===== src/rtl/orbit_ball.sv =====
// orbit_ball: keyboard-steered ball orbiting a fixed centre.
// Position table is built at elaboration from a Q1.10 sine table.
module orbit_ball #(
  parameter int          STEPS        = 60,
  parameter int          RADIUS       = 80,
  parameter int          CX           = 320,
  parameter int          CY           = 240,
  parameter int          START_IDX    = 0,
  parameter logic [7:0]  KEY_CW       = 8'h07,
  parameter logic [7:0]  KEY_CCW      = 8'h04,
  parameter int          ACCEL_FRAMES = 8,
  parameter int          MAX_SPEED    = 3,
  parameter int          BALL_SIZE    = 4,
  localparam int         IW           = $clog2(STEPS),
  localparam int         SW           = $clog2(MAX_SPEED + 1)
) (
  input  logic          frame_clk,
  input  logic          Reset,
  input  logic [7:0]    keycode,
  input  logic          alive,
  output logic [9:0]    ball_x,
  output logic [9:0]    ball_y,
  output logic [9:0]    ball_s,
  output logic [IW-1:0] index,
  output logic          moving,
  output logic [SW-1:0] speed
);

  localparam int HMAX = ACCEL_FRAMES * (MAX_SPEED - 1);
  localparam int HW   = $clog2(HMAX + 2);

  typedef enum logic [1:0] {D_NONE, D_CW, D_CCW} dir_e;

  // round(1024*sin(2*pi*i/STEPS)) via first-quadrant Taylor series in Q30
  function automatic int sin_q(input int i);
    longint x, t, s;
    int q, quad, j;
    q    = STEPS / 4;
    quad = (i / q) % 4;
    j    = i % q;
    if (quad == 1 || quad == 3) j = q - j;
    x = (longint'(j) * 64'sd6746518852) / longint'(STEPS);
    t = x;
    s = x;
    for (int k = 1; k < 12; k++) begin
      t = (t * x) >>> 30;
      t = (t * x) >>> 30;
      t = -t / longint'((2 * k) * (2 * k + 1));
      s = s + t;
    end
    j = int'((s * 1024 + (longint'(1) <<< 29)) >>> 30);
    return (quad >= 2) ? -j : j;
  endfunction

  function automatic logic [9:0] pos_x(input int i);
    int c;
    c = sin_q((i + STEPS / 4) % STEPS);
    return 10'(CX + ((RADIUS * c + 512) >>> 10));
  endfunction

  function automatic logic [9:0] pos_y(input int i);
    int s;
    s = sin_q(i);
    return 10'(CY - ((RADIUS * s + 512) >>> 10));
  endfunction

  function automatic logic [SW-1:0] spd_of(input logic [HW-1:0] h);
    int l;
    l = int'(h) / ACCEL_FRAMES;
    if (l > MAX_SPEED - 1) l = MAX_SPEED - 1;
    return SW'(l + 1);
  endfunction

  localparam logic [9:0] X0 = pos_x(START_IDX);
  localparam logic [9:0] Y0 = pos_y(START_IDX);

  logic [9:0] w_tx [0:STEPS-1];
  logic [9:0] w_ty [0:STEPS-1];

  for (genvar g = 0; g < STEPS; g++) begin : g_tab
    localparam logic [9:0] PX = pos_x(g);
    localparam logic [9:0] PY = pos_y(g);
    assign w_tx[g] = PX;
    assign w_ty[g] = PY;
  end

  dir_e          r_pdir, w_dir;
  logic [HW-1:0] r_hold, w_hold;
  logic [SW-1:0] r_spd, w_spd;
  logic [IW-1:0] r_idx, w_nidx;
  logic [IW:0]   w_up;
  logic [9:0]    r_x, r_y;
  logic          r_mov;

  always_comb begin
    w_dir = D_NONE;
    unique case (1'b1)
      keycode == KEY_CW:  w_dir = D_CW;
      keycode == KEY_CCW: w_dir = D_CCW;
      default:            w_dir = D_NONE;
    endcase
    if (!alive) w_dir = D_NONE;

    // counter already includes this edge, so the first held edge is speed 1
    w_hold = '0;
    if (w_dir != D_NONE && w_dir == r_pdir)
      w_hold = (r_hold == HW'(HMAX)) ? r_hold : r_hold + 1'b1;
    w_spd = spd_of(w_hold);

    w_up   = {1'b0, r_idx} + (IW+1)'(w_spd);
    w_nidx = r_idx;
    unique case (w_dir)
      D_CCW:
        w_nidx = (w_up >= (IW+1)'(STEPS)) ?
                 IW'(w_up - (IW+1)'(STEPS)) : IW'(w_up);
      D_CW:
        w_nidx = ({1'b0, r_idx} >= (IW+1)'(w_spd)) ?
                 r_idx - IW'(w_spd) :
                 IW'({1'b0, r_idx} + (IW+1)'(STEPS) - (IW+1)'(w_spd));
      default:
        w_nidx = r_idx;
    endcase
  end

  always_ff @(posedge frame_clk or posedge Reset) begin
    if (Reset) begin
      r_idx  <= IW'(START_IDX);
      r_x    <= X0;
      r_y    <= Y0;
      r_spd  <= SW'(1);
      r_hold <= '0;
      r_pdir <= D_NONE;
      r_mov  <= 1'b0;
    end else begin
      r_idx  <= w_nidx;
      r_x    <= w_tx[w_nidx];
      r_y    <= w_ty[w_nidx];
      r_spd  <= w_spd;
      r_hold <= w_hold;
      r_pdir <= w_dir;
      r_mov  <= (w_nidx != r_idx);
    end
  end

  assign index  = r_idx;
  assign ball_x = r_x;
  assign ball_y = r_y;
  assign ball_s = 10'(BALL_SIZE);
  assign moving = r_mov;
  assign speed  = r_spd;

endmodule


===== config.mk =====
export PLATFORM = sky130hd
export DESIGN_NAME = orbit_ball
export DESIGN_NICKNAME = d
export VERILOG_FILES = /design/src/rtl/orbit_ball.sv
export SDC_FILE = /design/constraint.sdc
export NUM_CORES = 1
export LEC_CHECK = 0
export BUFFER_PORTS_ARGS = -buffer_cell sky130_fd_sc_hd__buf_2
export CELL_PAD_IN_SITES_DETAIL_PLACEMENT = 1
export CELL_PAD_IN_SITES_GLOBAL_PLACEMENT = 1
export CORE_AREA = 2 2 93 95
export DETAILED_ROUTE_END_ITERATION = 8
export DIE_AREA = 0 0 95 97
export GPL_TIMING_DRIVEN = 0
export PLACE_DENSITY_LB_ADDON = 0.25
export SLEW_MARGIN = 20
export SYNTH_ARGS = -nofsm -noshare
export SYNTH_HDL_FRONTEND = slang
export SYNTH_SLANG_ARGS = --single-unit
export TNS_END_PERCENT = 20

===== constraint.sdc =====
create_clock -name frame_clk -period 6.57 [get_ports frame_clk]
set_clock_uncertainty 0.2 [all_clocks]
set_input_delay 1.971 -clock frame_clk [delete_from_list [all_inputs] [get_ports frame_clk]]
set_output_delay 1.971 -clock frame_clk [all_outputs]
set_load 0.05 [all_outputs]

==> flow_summary.toml, run 1 <==
[die]
die_w_um = 95
rows = 33
start_util = 0.432
fp.dieArea_um2 = 9220
floorplan.io_pins = 50
die_height_um = 97
floorplan.core_area_um2 = 8130

[setup_path]
cpMaxStageDelayCell = "sky130_fd_sc_hd__fa_1"
critical_path.startpoint_type = "input pin"
worstReg2RegEnd = "ball_y[3]"
critical_path.n_buffers_inverters = 5
critical_path.max_stage_delay_ps = 530
crit_path_cell_trace = "buf_2 -> nor4_4 -> and4b_1 -> and3_4 -> inv_2 -> ha_4 -> or3_1 -> clkbuf_8 -> nor2_4 -> nand2_4 -> ha_1 -> fa_1 -> a2bb2oi_1 -> a21o_2 -> inv_1 -> ha_1 -> clkbuf_2 -> nand2_1 -> a21oi_1 -> o21ai_1 -> a21oi_1 -> a31o_1"
crit-reg2reg-launch = "r_hold[1]"
reg2reg_depth = 19
r2r_slack_ps = 1670
critPathKind = "in2reg"
worst-endpoint-arrival_ps = 6780
worstSetupEndpointType = "flip-flop"
required_time_of_the_critical_path_ps = 6540
cp_top_delay_family = "simple AND/OR/NAND/NOR gates"
critical_path.max_fanout = 10

[sta]
slew_headroom = 0.508
rsz_0062_raised_after_global_routing = "yes"
period_minus_slack_ps = 6810
final_worst_setup_slack_ps = -236
slew_violations = 0
max_slew.worst_pin.slew_ps = 737
hold_viol_final = 0
final_min_period_over_clock_period = 1.04
max_freq_mhz = 147
setup_viol = 16
finalHoldWorstSlack_ps = 452

[routing]
drt_iter0_drc = 264
total_wirelength_of_the_detailed_routed_design_um = 15000
route.detailed.vias_per_inst = 6.41
route.detailed.wl_per_inst_um = 24.3
drc = 0
final_ant_viol_nets = 0
vias = 3962
drt_pass1_iterations = 5

[logic_synthesis]
postSynth.topFlopCell = "sky130_fd_sc_hd__dfrtp_1"
synth_top_area_frac = 0.185
synth_commonest_cells = "36 x sky130_fd_sc_hd__nand2_1, 35 x sky130_fd_sc_hd__nor2_1, 26 x sky130_fd_sc_hd__dfrtp_1"
ys_async_sr_fraction = 1.00
most_numerous_cell_in_the_yosys_netlist = "sky130_fd_sc_hd__nand2_1"
post_synth.cell_area_avg_um2 = 8.35
yosysUniqueCellTypes = 84
syn_area_um2 = 3520
synth.top_cells.by_area = "sky130_fd_sc_hd__dfrtp_1 19%, sky130_fd_sc_hd__ha_1 8.2%, sky130_fd_sc_hd__dfstp_2 6.0%, sky130_fd_sc_hd__buf_4 3.8%, sky130_fd_sc_hd__nand2_1 3.8%"
netlist_instances = 421
synth_warnings = 0
synth_seq_cells = 34
synth_enable_flop_cells = 0
yosys.area.top_type = "sky130_fd_sc_hd__dfrtp_1"
seq_area_frac_synth = 0.245

[clocking]
ctsHoldBuffers = 0
cts_htree_levels = 2
cts.sinks = 34
cts_root_buffer = "sky130_fd_sc_hd__clkbuf_8"
worstSkewPairLatency_ps = 300
max-clock-path-buffers = 2
tritoncts_clock_tree = "yes"
worst_setup_hold_path_clk_slew_ps = 80
cts_buffers = 5

[power_and_ir_drop]
max-vdd-ir-drop_uv = 105
powerDensity_nw_per_um2 = 194
report.power.total_w = 0.000954
leakage_power_nw = 2.06

[final_layout]
area.growth.synth_to_final_pct = 39.9
diode_insertion_count_for_antenna_repair = 0
num-nets-final = 549
num-fill-cells = 930
drive_above_1_share = 0.425

[placed_design]
place.gp.congestion = 0.926
detailedPlacementHpwl_um = 8820
placement.io_buffers = 37

[global_route]
antenna_found_initial = 0
grt_max_degree = 35
grt_pass1_wl_um = 21600
overflow = 0
track_usage = 0.303
number_of_global_route_vias_before_repair = 4002

[hold_path]
min_from = "r_hold[1]"
holdPathEnd = "r_hold[1]"
hold-path-cell-count = 2
hold_path.class = "reg2reg"

[run]
number_of_max_capacitance_violations_reported = 0

[outcome]
outcome = "finished with violations"
violations = "setup timing"
-- flip-flops by register name, indices dropped and copies added (netlist names) --
name / flops
ball_x: 9
ball_y: 9
index: 6
moving: 1
r_hold: 5
r_pdir: 2
speed: 2
-- timing repair --
action	4_1_cts	5_1_grt
resized for setup	64	42
pin swaps	16	19
setup endpoints to repair	21	20
gates cloned	3	0
buffers inserted	28	8
-- routing by layer --
layer / global-route usage / wire, um / vias up
met4: 0.136 / 802 / 0
met5: 0 / 0 / -
met3: 0.0460 / 1030 / 76
met2: 0.522 / 7550 / 234
li1: - / - / 1683
met1: 0.366 / 5670 / 1969
-- power breakdown --
group	internal [W]	total (W)	switching (W)
combinational	0.000172	0.000508	0.000335
sequential	0.000235	0.000245	0.0000104
clock	0.000113	0.000201	0.0000877
total	0.000520	0.000954	0.000434
-- worst register-to-register path, stage by stage (launching register included) --
cell	delay [ps]
sky130_fd_sc_hd__dfrtp_1	430
sky130_fd_sc_hd__ha_1	240
sky130_fd_sc_hd__nand3_1	130
sky130_fd_sc_hd__xor2_1	470
sky130_fd_sc_hd__a21oi_4	160
sky130_fd_sc_hd__ha_1	380
sky130_fd_sc_hd__a21oi_4	80
sky130_fd_sc_hd__o2bb2ai_2	360
sky130_fd_sc_hd__ha_4	210
sky130_fd_sc_hd__nand3b_1	140
sky130_fd_sc_hd__o22a_1	260
sky130_fd_sc_hd__and4b_1	270
sky130_fd_sc_hd__a211oi_4	290
sky130_fd_sc_hd__buf_12	170
sky130_fd_sc_hd__buf_4	190
sky130_fd_sc_hd__nand2_1	150
sky130_fd_sc_hd__o21ai_0	150
sky130_fd_sc_hd__mux2i_2	130
sky130_fd_sc_hd__mux2i_1	220
sky130_fd_sc_hd__mux2i_1	130
-- how the worst max path moves through the flow --
stage | to | start | cells after the start
floorplan | ball_y[2] | keycode[6] | 24
global placement | ball_x[1] | keycode[6] | 22
detailed placement | ball_x[1] | keycode[6] | 22
CTS | ball_x[0] | keycode[6] | 26
global route | ball_y[3] | keycode[4] | 24
finish | ball_x[1] | keycode[4] | 22
-- logic make-up (layout without fill, tap and decap cells) --
logic type | after synthesis | count (layout) | synth area share
buffers and inverters | 70 | 152 | 0.106
and+or+nand+nor | 128 | 128 | 0.190
adders and majority gates | 26 | 26 | 0.0989
AOI/OAI and AO/OA | 133 | 133 | 0.285
xor gates and xnor gates | 18 | 18 | 0.0448
DFF | 34 | 34 | 0.245
muxes | 10 | 10 | 0.0285
other | 2 | 12 | 0.00214
-- area by class of cell --
class	count	area, um2	area share
Inverter	22	100	0.0204
Timing Repair Buffer	76	577	0.117
Tap cell	105	131	0.0267
Clock inverter	3	45.0	0.00916
Clock buffer	5	68.8	0.0140
Buffer	46	374	0.0761
Multi-Input combinational cell	327	2760	0.561
Sequential cell	34	861	0.175
-- cells in the final DEF (no fill, tap or decap), types with 4 or more instances in the layout --
cell and n:
sky130_fd_sc_hd__buf_4 51, sky130_fd_sc_hd__buf_2 42, sky130_fd_sc_hd__nand2_1 33, sky130_fd_sc_hd__dfrtp_1 26, sky130_fd_sc_hd__nor2_1 24, sky130_fd_sc_hd__o21ai_0 19
sky130_fd_sc_hd__a21oi_1 19, sky130_fd_sc_hd__ha_1 18, sky130_fd_sc_hd__inv_1 16, sky130_fd_sc_hd__conb_1 12, sky130_fd_sc_hd__buf_6 11, sky130_fd_sc_hd__xnor2_1 10
sky130_fd_sc_hd__nand3_1 9, sky130_fd_sc_hd__dfstp_2 8, sky130_fd_sc_hd__xor2_1 7, sky130_fd_sc_hd__clkbuf_8 7, sky130_fd_sc_hd__mux2i_1 7, sky130_fd_sc_hd__nor2_2 7
sky130_fd_sc_hd__nand2b_1 6, sky130_fd_sc_hd__nor2_4 6, sky130_fd_sc_hd__o211ai_1 6, sky130_fd_sc_hd__o21ai_1 5, sky130_fd_sc_hd__a211oi_1 5, sky130_fd_sc_hd__clkbuf_1 4
sky130_fd_sc_hd__nor3_2 4, sky130_fd_sc_hd__a211oi_2 4, sky130_fd_sc_hd__nor3_1 4, sky130_fd_sc_hd__ha_4 4
-- per-stage QoR --
stage	worst slack, ps	utilization	std cells	TNS, ps	cell area (um2)
after floorplan	-53.6	-	431	-80.7	3660
after global placement	-912	0.489	573	-14960	3980
after detailed placement	-1060	0.489	573	-17390	3980
after CTS	-109	0.572	610	-696	4650
after global routing	-367	0.605	618	-4620	4920
final	-236	0.605	618	-2200	4920
Note: power is estimated with default switching activity, not from simulation.
==> run 2: changes to the inputs <==
SKIP_LAST_GASP = 1   (was unset)
==> run 2 against run 1 <==
  * The run still ends with setup timing left
  * Critical endpoint is now ball_y[4]
  * Design area down 1.2%
  * Maximum frequency fell by 0.83%
  * Highest routed layer unchanged
  * First-iteration DRC count is 3.8% lower
  * Global-route usage is 0.55 points lower
==> flow_summary.toml, run 2 (synthesized netlist as in run 1, its figures left out) <==
[global_route]
track_usage = 0.297
grt_max_degree = 35
overflow = 0
antenna_found_initial = 0
number_of_global_route_vias_before_repair = 3945
grt_pass1_wl_um = 21300

[sta]
setup_viol = 17
period_minus_slack_ps = 6860
max_freq_mhz = 146
final_min_period_over_clock_period = 1.04
slew_violations = 0
rsz_0062_raised_after_global_routing = "yes"
finalHoldWorstSlack_ps = 445
slew_headroom = 0.525
max_slew.worst_pin.slew_ps = 712
hold_viol_final = 0
final_worst_setup_slack_ps = -293

[outcome]
violations = "setup timing"
outcome = "finished with violations"

[power_and_ir_drop]
max-vdd-ir-drop_uv = 103
powerDensity_nw_per_um2 = 192
leakage_power_nw = 2.05
report.power.total_w = 0.000933

[setup_path]
critical_path.startpoint_type = "input pin"
critical_path.max_fanout = 10
cp_top_delay_family = "simple AND/OR/NAND/NOR gates"
crit_top_cell = "sky130_fd_sc_hd__ha_4"
worstSetupEndpointType = "flip-flop"
critical_path.max_stage_delay_ps = 390
critical_path.n_buffers_inverters = 6
worst-endpoint-arrival_ps = 6860
cpMaxStageDelayCell = "sky130_fd_sc_hd__fa_2"
required_time_of_the_critical_path_ps = 6570
critPathKind = "in2reg"

[die]
die_w_um = 95
floorplan.io_pins = 50
start_util = 0.432
rows = 33
die_height_um = 97
floorplan.core_area_um2 = 8130
fp.dieArea_um2 = 9220

[routing]
vias = 3987
total_wirelength_of_the_detailed_routed_design_um = 14700
route.detailed.vias_per_inst = 6.46
drt_iter0_drc = 254
drc = 0
drt_pass1_iterations = 5
route.detailed.wl_per_inst_um = 23.8
final_ant_viol_nets = 0

[clocking]
worstSkewPairLatency_ps = 290
cts_root_buffer = "sky130_fd_sc_hd__clkbuf_8"
cts.sinks = 34
ctsHoldBuffers = 0
max-clock-path-buffers = 2
tritoncts_clock_tree = "yes"
cts_buffers = 5
cts_htree_levels = 2
worst_setup_hold_path_clk_slew_ps = 70

[final_layout]
diode_insertion_count_for_antenna_repair = 0
area.growth.synth_to_final_pct = 38.1
drive_above_1_share = 0.418
layout.cells.most_common = "sky130_fd_sc_hd__buf_4"
num-nets-final = 548
layout_common_cells = "53 x sky130_fd_sc_hd__buf_4, 41 x sky130_fd_sc_hd__buf_2, 32 x sky130_fd_sc_hd__nand2_1"
finish.cell_count_without_fillers = 617
finalInstanceArea_um2 = 4860

[placed_design]
placement.io_buffers = 37
detailedPlacementHpwl_um = 8820
place_worst_setup_slack_ps = -1060
post_dp_cell_area_um2 = 3980
numPlacedInstances = 573
place.gp.congestion = 0.926

[run]
number_of_max_capacitance_violations_reported = 0

[hold_path]
hold_path.class = "reg2reg"
[run 2: cell count changes in the layout (fill, tap and decap cells not counted), sizes merged]
cell  change
buf       -1
[run 2: path summary, 6_finish.rpt]
path	startpoint	to	slack, ps	cells past startpoint
setup / recovery	keycode[4]	ball_y[4]	-290	25
setup reg to reg	r_hold[1]	ball_y[4]	1660	19
max in group asynchronous	Reset	index[3]	4120	2
min in group asynchronous	Reset	ball_y[8]	1590	2
hold / removal	r_hold[1]	r_hold[1]	450	2
hold reg to reg	r_hold[1]	r_hold[1]	450	2
[run 2: per-layer routing]
layer  vias up  wire length (um)  GRT usage
met1      1969              5450      0.366
met2       251              7300      0.514
met4         0               718      0.122
met5         -                 0          0
li1       1688                 -          -
met3        79              1200     0.0389
[run 2: repair_timing]
item | in CTS | in global routing
cloned | 3 | 0
pin swaps | 14 | 23
resized for setup | 56 | 46
buffers inserted | 28 | 8
setup endpoints to repair | 21 | 20
[run 2: tightest hold or removal path, cell delays in order (launching register included)]
cell                      delay [ps]
sky130_fd_sc_hd__dfrtp_1         420
sky130_fd_sc_hd__mux2i_1         100
sky130_fd_sc_hd__nor2_1           90
[run 2: metrics by stage]
step	utilization	setup TNS, ps
finish	0.597	-3340
global route	0.597	-5550
CTS	0.567	-944
detailed placement	0.489	-17390
global placement	0.489	-14960
floorplan	-	-80.7
[run 2: where the power goes]
part	leakage (nW)	internal [W]	switching [W]	total, W
clock network	0.0504	0.000113	0.0000806	0.000193
logic	1.58	0.000166	0.000328	0.000495
registers	0.419	0.000235	0.0000102	0.000245
total	2.05	0.000514	0.000419	0.000933
[run 2: area by class of cell]
type	count	area, um2
sequential	34	861
tap	105	131
inverter	22	103
clock inverter	3	45.0
fill	931	3280
timing repair buffer	76	571
clock buffer	5	68.8
multi-input combinational	327	2730
buffer	45	353
